### src/rtl/p2_stopwatch_counter.sv
// MM:SS stopwatch in four BCD digits, advanced by a prescaled, synchronised
// and edge-detected copy of the divider output; run/pause and clear from buttons.
module p2_stopwatch_counter #(
    parameter int unsigned TICKS_PER_SEC = 1
) (
    input  logic       clockin,
    input  logic       resetn,
    input  logic       tick_in,
    input  logic       run_tgl,
    input  logic       clear,
    output logic [3:0] sec_ones,
    output logic [3:0] sec_tens,
    output logic [3:0] min_ones,
    output logic [3:0] min_tens,
    output logic       running,
    output logic       wrap
);

    typedef enum logic [1:0] {
        IDLE  = 2'd0,
        RUN   = 2'd1,
        PAUSE = 2'd2
    } state_t;

    localparam logic [7:0] PRESC_MAX = 8'(TICKS_PER_SEC - 1);

    state_t     state;
    state_t     state_nx;

    logic       sync1;
    logic       sync2;
    logic       prev;
    logic       tick_pulse;

    logic [7:0] presc;
    logic [7:0] presc_nx;
    logic       sec_evt;

    logic [3:0] so_nx;
    logic [3:0] st_nx;
    logic [3:0] mo_nx;
    logic [3:0] mt_nx;
    logic       rollover;

    // tick_in is asynchronous: two flops before anything looks at it
    always_ff @(posedge clockin or negedge resetn) begin
        if (!resetn) begin
            sync1 <= 1'b0;
            sync2 <= 1'b0;
            prev  <= 1'b0;
        end else begin
            sync1 <= tick_in;
            sync2 <= sync1;
            prev  <= sync2;
        end
    end

    assign tick_pulse = sync2 & ~prev;

    always_ff @(posedge clockin or negedge resetn) begin
        if (!resetn) begin
            state <= IDLE;
        end else begin
            state <= state_nx;
        end
    end

    always_comb begin
        state_nx = state;
        if (clear) begin
            state_nx = IDLE;
        end else if (run_tgl) begin
            case (state)
                IDLE:    state_nx = RUN;
                RUN:     state_nx = PAUSE;
                PAUSE:   state_nx = RUN;
                default: state_nx = IDLE;
            endcase
        end
    end

    always_comb begin
        running = (state == RUN);
    end

    // Counting decisions use the current state, so a toggle on the same edge
    // still lets a RUN increment land and still blocks a PAUSE tick.
    assign sec_evt = (state == RUN) && tick_pulse && (presc == PRESC_MAX);

    always_comb begin
        presc_nx = presc;
        if ((state == RUN) && tick_pulse) begin
            presc_nx = (presc == PRESC_MAX) ? '0 : presc + 8'd1;
        end
    end

    always_comb begin
        so_nx    = sec_ones;
        st_nx    = sec_tens;
        mo_nx    = min_ones;
        mt_nx    = min_tens;
        rollover = 1'b0;
        if (sec_evt) begin
            if (sec_ones != 4'd9) begin
                so_nx = sec_ones + 4'd1;
            end else begin
                so_nx = '0;
                if (sec_tens != 4'd5) begin
                    st_nx = sec_tens + 4'd1;
                end else begin
                    st_nx = '0;
                    if (min_ones != 4'd9) begin
                        mo_nx = min_ones + 4'd1;
                    end else begin
                        mo_nx = '0;
                        if (min_tens != 4'd5) begin
                            mt_nx = min_tens + 4'd1;
                        end else begin
                            mt_nx    = '0;
                            rollover = 1'b1;
                        end
                    end
                end
            end
        end
    end

    // clear outranks any increment or rollover on the same edge
    always_ff @(posedge clockin or negedge resetn) begin
        if (!resetn) begin
            presc    <= '0;
            sec_ones <= '0;
            sec_tens <= '0;
            min_ones <= '0;
            min_tens <= '0;
            wrap     <= 1'b0;
        end else if (clear) begin
            presc    <= '0;
            sec_ones <= '0;
            sec_tens <= '0;
            min_ones <= '0;
            min_tens <= '0;
            wrap     <= 1'b0;
        end else begin
            presc    <= presc_nx;
            sec_ones <= so_nx;
            sec_tens <= st_nx;
            min_ones <= mo_nx;
            min_tens <= mt_nx;
            wrap     <= rollover;
        end
    end

endmodule

### config.mk
export PLATFORM = sky130hd
export DESIGN_NAME = p2_stopwatch_counter
export DESIGN_NICKNAME = d
export VERILOG_FILES = /design/src/rtl/p2_stopwatch_counter.sv
export SDC_FILE = /design/constraint.sdc
export NUM_CORES = 1
export LEC_CHECK = 0
export BUFFER_PORTS_ARGS = -buffer_cell sky130_fd_sc_hd__buf_2
export CAP_MARGIN = 20
export CORE_MARGIN = 3
export CORE_UTILIZATION = 44
export DETAILED_ROUTE_END_ITERATION = 6
export PLACE_DENSITY_LB_ADDON = 0.15
export SLEW_MARGIN = 20
export SYNTH_ARGS = -nofsm -noshare
export SYNTH_HDL_FRONTEND = slang
export SYNTH_SLANG_ARGS = --single-unit
### constraint.sdc
create_clock -name clockin -period 2.6 [get_ports clockin]
set_input_delay 0.13 -clock clockin [delete_from_list [all_inputs] [get_ports clockin]]
set_output_delay 0.13 -clock clockin [all_outputs]
set_load 0.005 [all_outputs]
; After elaboration in Yosys (flattened, before gate mapping)
; Cells that the tools add are included.
[classes]
add_sub_neg = 5
n_eq_ne = 9
muxes = 30
bitwise_logic = 2
n_reduce_logical = 11
[op_table]
columns = op, count
row1 = 4-bit two-way mux, 18
row2 = 8-bit two-way mux, 3
row3 = "4-bit by 1-bit adder with 4-bit output, second input constant", 4
row4 = "8-bit by 1-bit adder with 8-bit output, second input constant", 1
row5 = 8-bit zero test, 1
row6 = "4-bit by 3-bit inequality test with 1-bit output, second input constant", 2
row7 = "4-bit inequality test, second input constant", 2
row8 = 1-bit two-way mux, 6
row9 = "2-bit inequality test, second input constant", 3
row10 = 2-bit nonzero test, 3
row11 = 2-bit two-way mux, 2
row12 = 2-bit one-hot mux with 2 select lines, 1
row13 = 4-bit AND reduction, 1
row14 = 3-bit AND reduction, 1
row15 = "2-bit by 1-bit == test with 1-bit output, second input constant", 1
row16 = "2-bit == test, second input constant", 1
row17 = 1-bit logical AND, 2
row18 = 2-bit zero test, 1
row19 = 2-bit AND reduction, 1
row20 = 2-bit OR reduction, 1
row21 = 1-bit bitwise AND, 1
row22 = 1-bit NOT, 1
[word_totals]
reg_bits = 30
in_bits = 5
out_inout_bits = 18
word_cells = 67

; Depth between registers and ports, before layout
; Gate-level depths: netlist of run 1.
[depth]
word_depth = 7
depth_mapped = 8

; Worst setup path after synthesis of run 1
; Ideal clock, no wire load.
[synth_timing]
path_type = register to register
from = register presc[0]
to = register min_ones[0]
setup_time_ps = 78
t_arrival_ps = 1848
setup_slack_ps = 674
stages_incl_launch_ff = 8
path_buffers = 1
path_cell_list = dfrtp_1 inv_1 ha_1 nor4b_4 nand3_4 buf_6 or4_1 a21oi_1
[synth_between]
elab_chain_cells = 4
[synth_rtl]
columns = item, line_no
row1 = start: declaration, 35  ; logic [7:0] presc;
row2 = start signal: assignment, 145  ; presc <= presc_nx;
row3 = 8-bit zero test, 88  ; assign sec_evt = (state == RUN) && tick_pulse && (presc == PRESC_MAX);
row4 = 1-bit logical AND, 88
row5 = 2-bit nonzero test (no line), n/a
row6 = 3-bit AND reduction (no line), n/a
row7 = end signal: assignment, 148  ; min_ones <= mo_nx;
row8 = end: declaration, 13  ; output logic [3:0] min_ones,
; No other way between the ends.
; A chain may end at the register's enable or synchronous reset.

; Worst setup path in the final report of run 1
[layout_timing]
from = register presc[0]
to = register min_tens[0]
[layout_between]
elab_chain_cells = 4
[layout_rtl]
columns = item, line_no
row1 = 8-bit zero test, 88
row2 = 1-bit logical AND, 88
row3 = 2-bit nonzero test (no line), n/a
row4 = 4-bit AND reduction (no line), n/a
row5 = end signal: assignment, 149  ; min_tens <= mt_nx;
row6 = end: declaration, 14  ; output logic [3:0] min_tens,
; No other way between the ends.

==> flow_summary_export.csv, run 1 <==
group,metric,value,unit
run_status,status,"finished, final reports clean",
routing,viasPerCell,5.64,
setup_path,critPathCaptureType,"register",
yosys,avgSynthCellArea,9.78,µm²
sta,period_share,85.1,%
setup_path,cp.required,2.79,ns
pwr,peakVddDrop,0.000299,V
yosys,ys_top_cells_by_area,"dfrtp_1 (46%), ha_1 (6.1%), a21oi_1 (4.9%), or4_1 (3.7%), nor2_1 (3.0%)",
final_layout,nets,203,
global_route,antenna_found_initial,0,
yosys,synthAdderAreaFrac,6.09,%
yosys,yosysSeqAreaShare,45.7,%
floorplan,fp-row-count,21,
routing,drt_iter0_drc,64,
sta,rsz0062_at_grt,"false",
yosys,synth_top_family_by_area,"simple AND/OR/NAND/NOR gates",
setup_path,cp_max_fo,24,
global_route,grt-ovfl-total,0,
cts,holdBufCountCts,2,
placed_design,port_buffers,22,
sta,hold_viol_final,0,
global_route,grt_pass1_wl,5.88,mm
setup_path,critPathLaunchType,"register",
yosys,synth_simple_gate_area_share,29.2,%
routing,wl_per_cell,14.3,µm
min_path,hp-class,"input pin to register",
sta,fin_setup_tns,0,ns
cts,cts_tree,"built",
final_layout,fin_util,54.7,%
floorplan,die_x,67.1,µm
sta,post-route-min-period,2.21,ns
floorplan,start_util,47.4,%
placed_design,gp_congestion,0.801,
cts,post_cts_buffers,0,
cts,clkTransAtPathRegs,0.06,ns
yosys,synth_top_cell_by_area,"dfrtp_1",
yosys,post_synth_instance_area,1640,µm²
yosys,synth_xor_area_share,3.20,%
sta,slew_viol_final,0,
final_layout,n_antenna_cell,0,
pwr,leakage,0.875,nW
setup_path,arrival,2.40,ns
final_layout,area_growth,15.5,%
cts,cts.sinks,30,
pwr,power,951,µW
run,maxCapViolCount,0,
sta,slew_headroom,55.4,%
cts,cts_resized,0,
yosys,ys_ff_latch,30,
routing,drc,0,
yosys,yosysWarnings,0,
routing,antenna_left,0,
sta,fmax,452,MHz
yosys,synthArstFlopShare,100,%
yosys,synth_commonest_cells,"dfrtp_1 (30), a21oi_1 (16), nor2_1 (13)",
floorplan,core,3470,µm²
routing,drt_pass1_iterations,4,
routing,wl,3.39,mm
yosys,syn_inst,168,
cts,cts.path.max_buffers,2,
pwr,p_per_area,501,nW/µm²
yosys,synth_compound_area_share,9.37,%
floorplan,die-area,4500,µm²
cts,clock-root-buffer,"clkbuf_8",
cts,h-tree-depth,2,
sta,worstMarginPinSlew,0.670,ns
sta,finClkSkew,0.00605,ns
floorplan,ios,23,
final_layout,drive_gt1_share,18.3,%
yosys,yosysTopAreaCellShare,45.7,%
yosys,synth_nets,181,
cts,cts_made_buffers,5,
global_route,grt_util_all_layers,17.1,%
setup_path,crit_type,"register to register",
placed_design,dpl.hpwl,2.34,mm
routing,vias,1337,
yosys,muxShareOfSynthArea,2.44,%
yosys,synth_edf_count,0,
cts,clock_latency,0.27,ns
yosys,synthFlopType,"dfrtp_1",
floorplan,die_h,67.1,µm
global_route,grt_pass1_vias,1265,
yosys,netlist-cell-type-count,35,
yosys,synth_most_common_cell,"dfrtp_1",
sta,setup_violations,0,
global_route,grt_max_degree,31,
[logic make-up after synthesis]
kind of cell,count (synthesis)
and+or+nand+nor,76
DFF,30
muxes,4
buffers and inverters,15
xor gates and xnor gates,6
adders and majority gates,8
AOI/OAI and AO/OA,29
[registers in the layout, summed over array words and instances (netlist names)]
register / count
min_ones: 4
sec_ones: 4
sync1: 1
sync2: 1
state: 2
prev: 1
min_tens: 4
sec_tens: 4
wrap: 1
presc: 8
[power breakdown]
part	leakage, nW	internal [mW]	switching, mW
combinational	0.407	0.0130	0.0289
sequential	0.411	0.472	0.00497
clock	0.0575	0.267	0.165
total	0.875	0.752	0.198
[per-layer routing]
layer	wire length [µm]	global-route usage (%)
met3	140	3.54
met2	1660	29.0
met5	0	0
met4	50	6.08
met1	1540	21.5
[worst max-delay path, cell delays in order (launching register included)]
cell and delay (ns):
dfrtp_1 0.41, inv_1 0.09, ha_1 0.15, nor4b_4 0.45
nand3_4 0.30, or4_1 0.56, a21oi_1 0.17
[layout by cell type (no fill, tap or decap), types with 4 or more instances in the layout]
| master | count |
|---|---|
| nor3_1 | 7 |
| mux2i_1 | 4 |
| buf_2 | 22 |
| clkbuf_8 | 8 |
| nor2_1 | 13 |
| o21ai_0 | 9 |
| inv_1 | 6 |
| nand3_1 | 9 |
| nand4_1 | 7 |
| or4_1 | 8 |
| nand2_1 | 8 |
| dfrtp_1 | 30 |
| a21oi_1 | 16 |
| nor2b_1 | 4 |
| ha_1 | 8 |
[stage by stage]
stage	instances	area [µm²]	hold WS, ns	worst slack, ns
final	237	1900	0.135	0.387
after global routing	237	1900	0.131	0.214
after CTS	237	1900	0.131	0.396
after detailed placement	227	1770	0.202	0.414
after global placement	227	1770	0.202	0.541
after floorplan	168	1640	-0.166	0.674
[final timing paths]
check | startpoint | endpoint | slack [ns] | depth (start not counted)
setup / recovery | presc[0] | min_tens[0] | 0.39 | 6
hold / removal | run_tgl | state[0] | 0.14 | 3
setup reg to reg | presc[0] | min_tens[0] | 0.39 | 6
hold reg to reg | sync1 | sync2 | 0.36 | 0
max in group asynchronous | resetn | sync1 | 1.74 | 2
min in group asynchronous | resetn | presc[4] | 0.43 | 2
[area by class of cell]
type	count	area, µm²
clock buffer	8	110
inverter	6	22.5
sequential	30	751
timing repair buffer	24	130
multi-input combinational	123	827
tap	46	57.6
fill	323	1570
Power figures use the tool's default switching activity.
==> inputs of run 2 (changes only) <==
- CTS_CLUSTER_SIZE: default -> 16
- PLACE_DENSITY: default -> 0.73
- PLACE_DENSITY_LB_ADDON: 0.15 -> default
==> run 2 against run 1 <==
Wire length is 2.8% higher; highest routed layer unchanged; non-clock buffer count did not move; largest cell class unchanged; worst setup slack gained 0.015 ns.
==> flow_summary_export.csv, run 2 (same netlist as run 1, synthesis figures left out) <==
group,metric,value,unit
pwr,leakage,0.866,nW
pwr,p_per_area,477,nW/µm²
setup_path,arrival,2.40,ns
cts,h-tree-depth,2,
floorplan,die_x,67.1,µm
final_layout,final_common_cell,"dfrtp_1",
placed_design,gp_congestion,0.828,
floorplan,start_util,47.4,%
routing,drt_iter0_drc,49,
cts,cts_made_buffers,5,
final_layout,drive_gt1_share,17.8,%
setup_path,r2r-start,"presc[0]",
routing,wl_per_cell,14.7,µm
cts,clock-root-buffer,"clkbuf_8",
global_route,grt_max_degree,31,
floorplan,die-area,4500,µm²
routing,drt_pass1_iterations,4,
sta,setup_violations,0,
cts,cts.sinks,30,
global_route,antenna_found_initial,0,
sta,slew_headroom,56.3,%
sta,hold_viol_final,0,
setup_path,cp.required,2.80,ns
routing,wl,3.48,mm
sta,slew_viol_final,0,
placed_design,dp_slack,0.444,ns
min_path,min_to,"state[0]",
routing,viasPerCell,5.72,
floorplan,ios,23,
final_layout,fin_util,54.2,%
run,maxCapViolCount,0,
final_layout,area_growth,14.4,%
cts,cts_tree,"built",
global_route,grt_pass1_vias,1322,
routing,vias,1356,
setup_path,r2r_setup_slack,0.40,ns
min_path,holdPathStages,3,
final_layout,largest_reg_flops,8,
placed_design,port_buffers,22,
sta,rsz0062_at_grt,"false",
placed_design,dpl.hpwl,2.41,mm
setup_path,critPathLaunchType,"register",
sta,fmax,455,MHz
run_status,status,"finished, final reports clean",
cts,post_cts_buffers,0,
sta,finClkSkew,0.00799,ns
global_route,grt-ovfl-total,0,
final_layout,nets,203,
floorplan,die_h,67.1,µm
final_layout,n_antenna_cell,0,
setup_path,reg2reg_depth,6,
sta,worstMarginPinSlew,0.656,ns
sta,post-route-min-period,2.20,ns
floorplan,core,3470,µm²
sta,setup_slack,0.403,ns
sta,period_share,84.5,%
global_route,grt_pass1_wl,6.07,mm
floorplan,fp-row-count,21,
final_layout,regMostFlops,"presc",
global_route,grt_util_all_layers,17.8,%
setup_path,rr_endpoint,"min_tens[0]",
setup_path,cp_max_fo,24,
min_path,hp-class,"input pin to register",
cts,clkTransAtPathRegs,0.06,ns
setup_path,crit_type,"register to register",
setup_path,critPathCaptureType,"register",
routing,antenna_left,0,
cts,clock_latency,0.28,ns
pwr,peakVddDrop,0.000338,V
sta,fin_setup_tns,0,ns
cts,cts.path.max_buffers,2,
final_layout,final_cell_mix,"dfrtp_1 (30), buf_2 (22), a21oi_1 (16), nor2_1 (13)",
routing,drc,0,
min_path,min-delay-start,"run_tgl",
[run 2: changes by cell type in the layout (fill, tap and decap cells not counted)]
cell	change
clkbuf_8	-2
clkinv_2	+1
clkbuf_1	+1
[run 2: where the power goes]
group / total (mW) / internal [mW] / switching [mW] / leakage, nW
clock: 0.378 / 0.213 / 0.165 / 0.0482
combinational: 0.0419 / 0.0131 / 0.0289 / 0.407
sequential: 0.477 / 0.473 / 0.00466 / 0.411
total: 0.897 / 0.699 / 0.198 / 0.866
[run 2: critical path, cell delays in order (launching register included)]
cell and delay, ns:
dfrtp_1 0.41, inv_1 0.09, ha_1 0.14, nor4b_4 0.43
nand3_4 0.30, or4_1 0.58, a21oi_1 0.17
[run 2: cell type report]
class | instances | area (µm²)
fill | 326 | 1590
multi-input combinational | 123 | 827
sequential | 30 | 751
timing repair buffer | 24 | 130
clock buffer | 7 | 86.3
tap | 46 | 57.6
inverter | 6 | 22.5
clock inverter | 1 | 5.00
[run 2: metrics by stage]
step           cells  hold slack [ns]  total power, mW  area [µm²]
2_1_floorplan    168           -0.166            0.508        1640
3_3_place_gp     227            0.199            0.524        1770
3_5_place_dp     227            0.205            0.526        1770
4_1_cts          237            0.123            0.911        1880
5_1_grt          237            0.176            0.939        1880
6_report         237            0.130            0.897        1880
[run 2: repair_timing]
item	4_1_cts	5_1_grt
gates resized for setup	0	0
endpoints found under the hold margin	31	0
hold buffers	2	0
[run 2: worst max-delay path by stage]
stage | slack, ns | cells past startpoint | to | startpoint
6_report | 0.40 | 6 | min_tens[0] | presc[0]
5_1_grt | 0.29 | 6 | min_tens[0] | presc[0]
4_1_cts | 0.39 | 6 | min_tens[0] | presc[0]
3_5_place_dp | 0.44 | 6 | min_tens[0] | presc[0]
3_3_place_gp | 0.55 | 6 | min_tens[1] | presc[0]
2_1_floorplan | 0.67 | 7 | min_ones[0] | presc[0]
[run 2: layer usage]
| layer | wire (µm) | global-route usage [%] | share of wire (%) | vias up |
|---|---|---|---|---|
| met1 | 1470 | 21.9 | 42 | 679 |
| met3 | 114 | 5.06 | 3.3 | 4 |
| met5 | 0 | 0 | 0 | - |
| met4 | 23 | 5.57 | 0.66 | 0 |
| met2 | 1880 | 29.9 | 54 | 20 |
| li1 | - | - | - | 653 |
==> inputs of run 3 (changes only) <==
- clock period: 2.6 -> 2.07 ns (I/O delays scaled with it)
==> run 3 against run 2 <==
Sequential cell count unchanged; wire length up 4.4%; count of clock-buffer cells in the layout did not move; critical endpoint is now min_tens[1]; largest cell class unchanged.
==> flow_summary_export.csv, run 3 (same netlist as run 1, synthesis figures left out) <==
group,metric,value,unit
final_layout,largest_reg_flops,8,
final_layout,final_cell_mix,"dfrtp_1 (30), buf_2 (22), a21oi_1 (16), nor2_1 (13)",
floorplan,die_h,67.1,µm
sta,setup_violations,0,
final_layout,n_antenna_cell,0,
min_path,hp-class,"input pin to register",
cts,cts_made_buffers,5,
cts,clock_latency,0.28,ns
floorplan,start_util,47.4,%
final_layout,regMostFlops,"presc",
pwr,p_per_area,574,nW/µm²
setup_path,reg2reg_depth,6,
routing,wl_per_cell,15.1,µm
placed_design,port_buffers,22,
routing,drt_pass1_iterations,4,
global_route,antenna_found_initial,0,
setup_path,arrival,2.14,ns
floorplan,core,3470,µm²
routing,viasPerCell,5.71,
routing,drt_iter0_drc,100,
routing,drc,0,
run,maxCapViolCount,0,
cts,cts.path.max_buffers,2,
placed_design,dpl.hpwl,2.42,mm
global_route,grt-ovfl-total,0,
global_route,grt_util_all_layers,18.3,%
floorplan,die-area,4500,µm²
final_layout,multi_input_area,838,µm²
sta,fin_hold_ws,0.105,ns
final_layout,seq_area,751,µm²
pwr,power,1.09,mW
sta,fin_setup_tns,0,ns
setup_path,crit_type,"register to register",
setup_path,critPathCaptureType,"register",
sta,period_share,93.6,%
pwr,peakVddDrop,0.000473,V
routing,wl,3.64,mm
setup_path,cp_max_fo,12,
pwr,leakage,0.874,nW
global_route,grt_pass1_wl,6.16,mm
placed_design,dp_cells,230,
sta,fmax,516,MHz
global_route,grt_max_degree,31,
cts,clkTransAtPathRegs,0.06,ns
sta,worstMarginPinSlew,0.660,ns
sta,post-route-min-period,1.94,ns
sta,setup_slack,0.133,ns
setup_path,cp.required,2.27,ns
cts,cts_tree,"built",
sta,finClkSkew,0.00213,ns
final_layout,design_area,1910,µm²
placed_design,gp_congestion,0.853,
placed_design,dp_slack,0.0893,ns
sta,hold_viol_final,0,
final_layout,layout.cells.non_filler,241,
final_layout,num-fill-cells,323,
final_layout,fin_util,54.9,%
min_path,holdPathStages,3,
sta,rsz0062_at_grt,"false",
placed_design,placed_cell_area,1790,µm²
floorplan,die_x,67.1,µm
setup_path,critPathLaunchType,"register",
routing,antenna_left,0,
final_layout,drive_gt1_share,19.5,%
floorplan,ios,23,
floorplan,fp-row-count,21,
sta,slew_viol_final,0,
cts,clock-root-buffer,"clkbuf_8",
final_layout,final_common_cell,"dfrtp_1",
sta,slew_headroom,56.0,%
global_route,grt_pass1_vias,1310,
run_status,status,"finished, final reports clean",
final_layout,nets,208,
routing,vias,1377,
cts,cts.sinks,30,
cts,h-tree-depth,2,
final_layout,area_growth,16.0,%
run 3: critical path, cell delays in order (launching register included):
cell and delay (ns):
dfrtp_1 0.41, inv_1 0.10, ha_1 0.15, nor4b_4 0.29
nand3_4 0.20, or4_1 0.54, a21oi_1 0.16
run 3: where the power goes:
part           leakage [nW]  switching [mW]  internal, mW
clock                0.0383           0.208         0.231
combinational         0.425          0.0380        0.0179
sequential            0.411         0.00622         0.594
total                 0.874           0.252         0.842
run 3: layout make-up:
type                    instances  area share [%]
inverters                       6            1.18
flip-flops and latches         30            39.4
multi-input cells             124            44.0
well taps                      46            3.02
repair buffers                 28            8.40
clock buffers                   7            4.01
run 3: metal layers:
metal  share of wire, %  wire length, µm  vias up  GRT usage (%)
met2                 51             1860       22           29.8
met3                3.8              139        7           5.56
li1                   -                -      663              -
met4                1.5               54        0           6.84
met1                 43             1580      685           22.7
met5                  0                0        -              0
run 3: what timing repair did:
action / CTS / global route
setup buffers: 0 / 1
hold endpoints to repair: 31 / 0
resized for setup: 0 / 1
setup endpoints to repair: 0 / 7
hold buffers: 2 / 0
run 3: final timing paths:
path / from / endpoint / slack [ns]
worst max-delay path: presc[0] / min_tens[1] / 0.13
worst min-delay path: run_tgl / state[0] / 0.11
worst max register to register: presc[0] / min_tens[1] / 0.13
worst min register to register: sync1 / sync2 / 0.35
max in group asynchronous: resetn / sec_tens[2] / 1.25
min in group asynchronous: resetn / presc[5] / 0.39
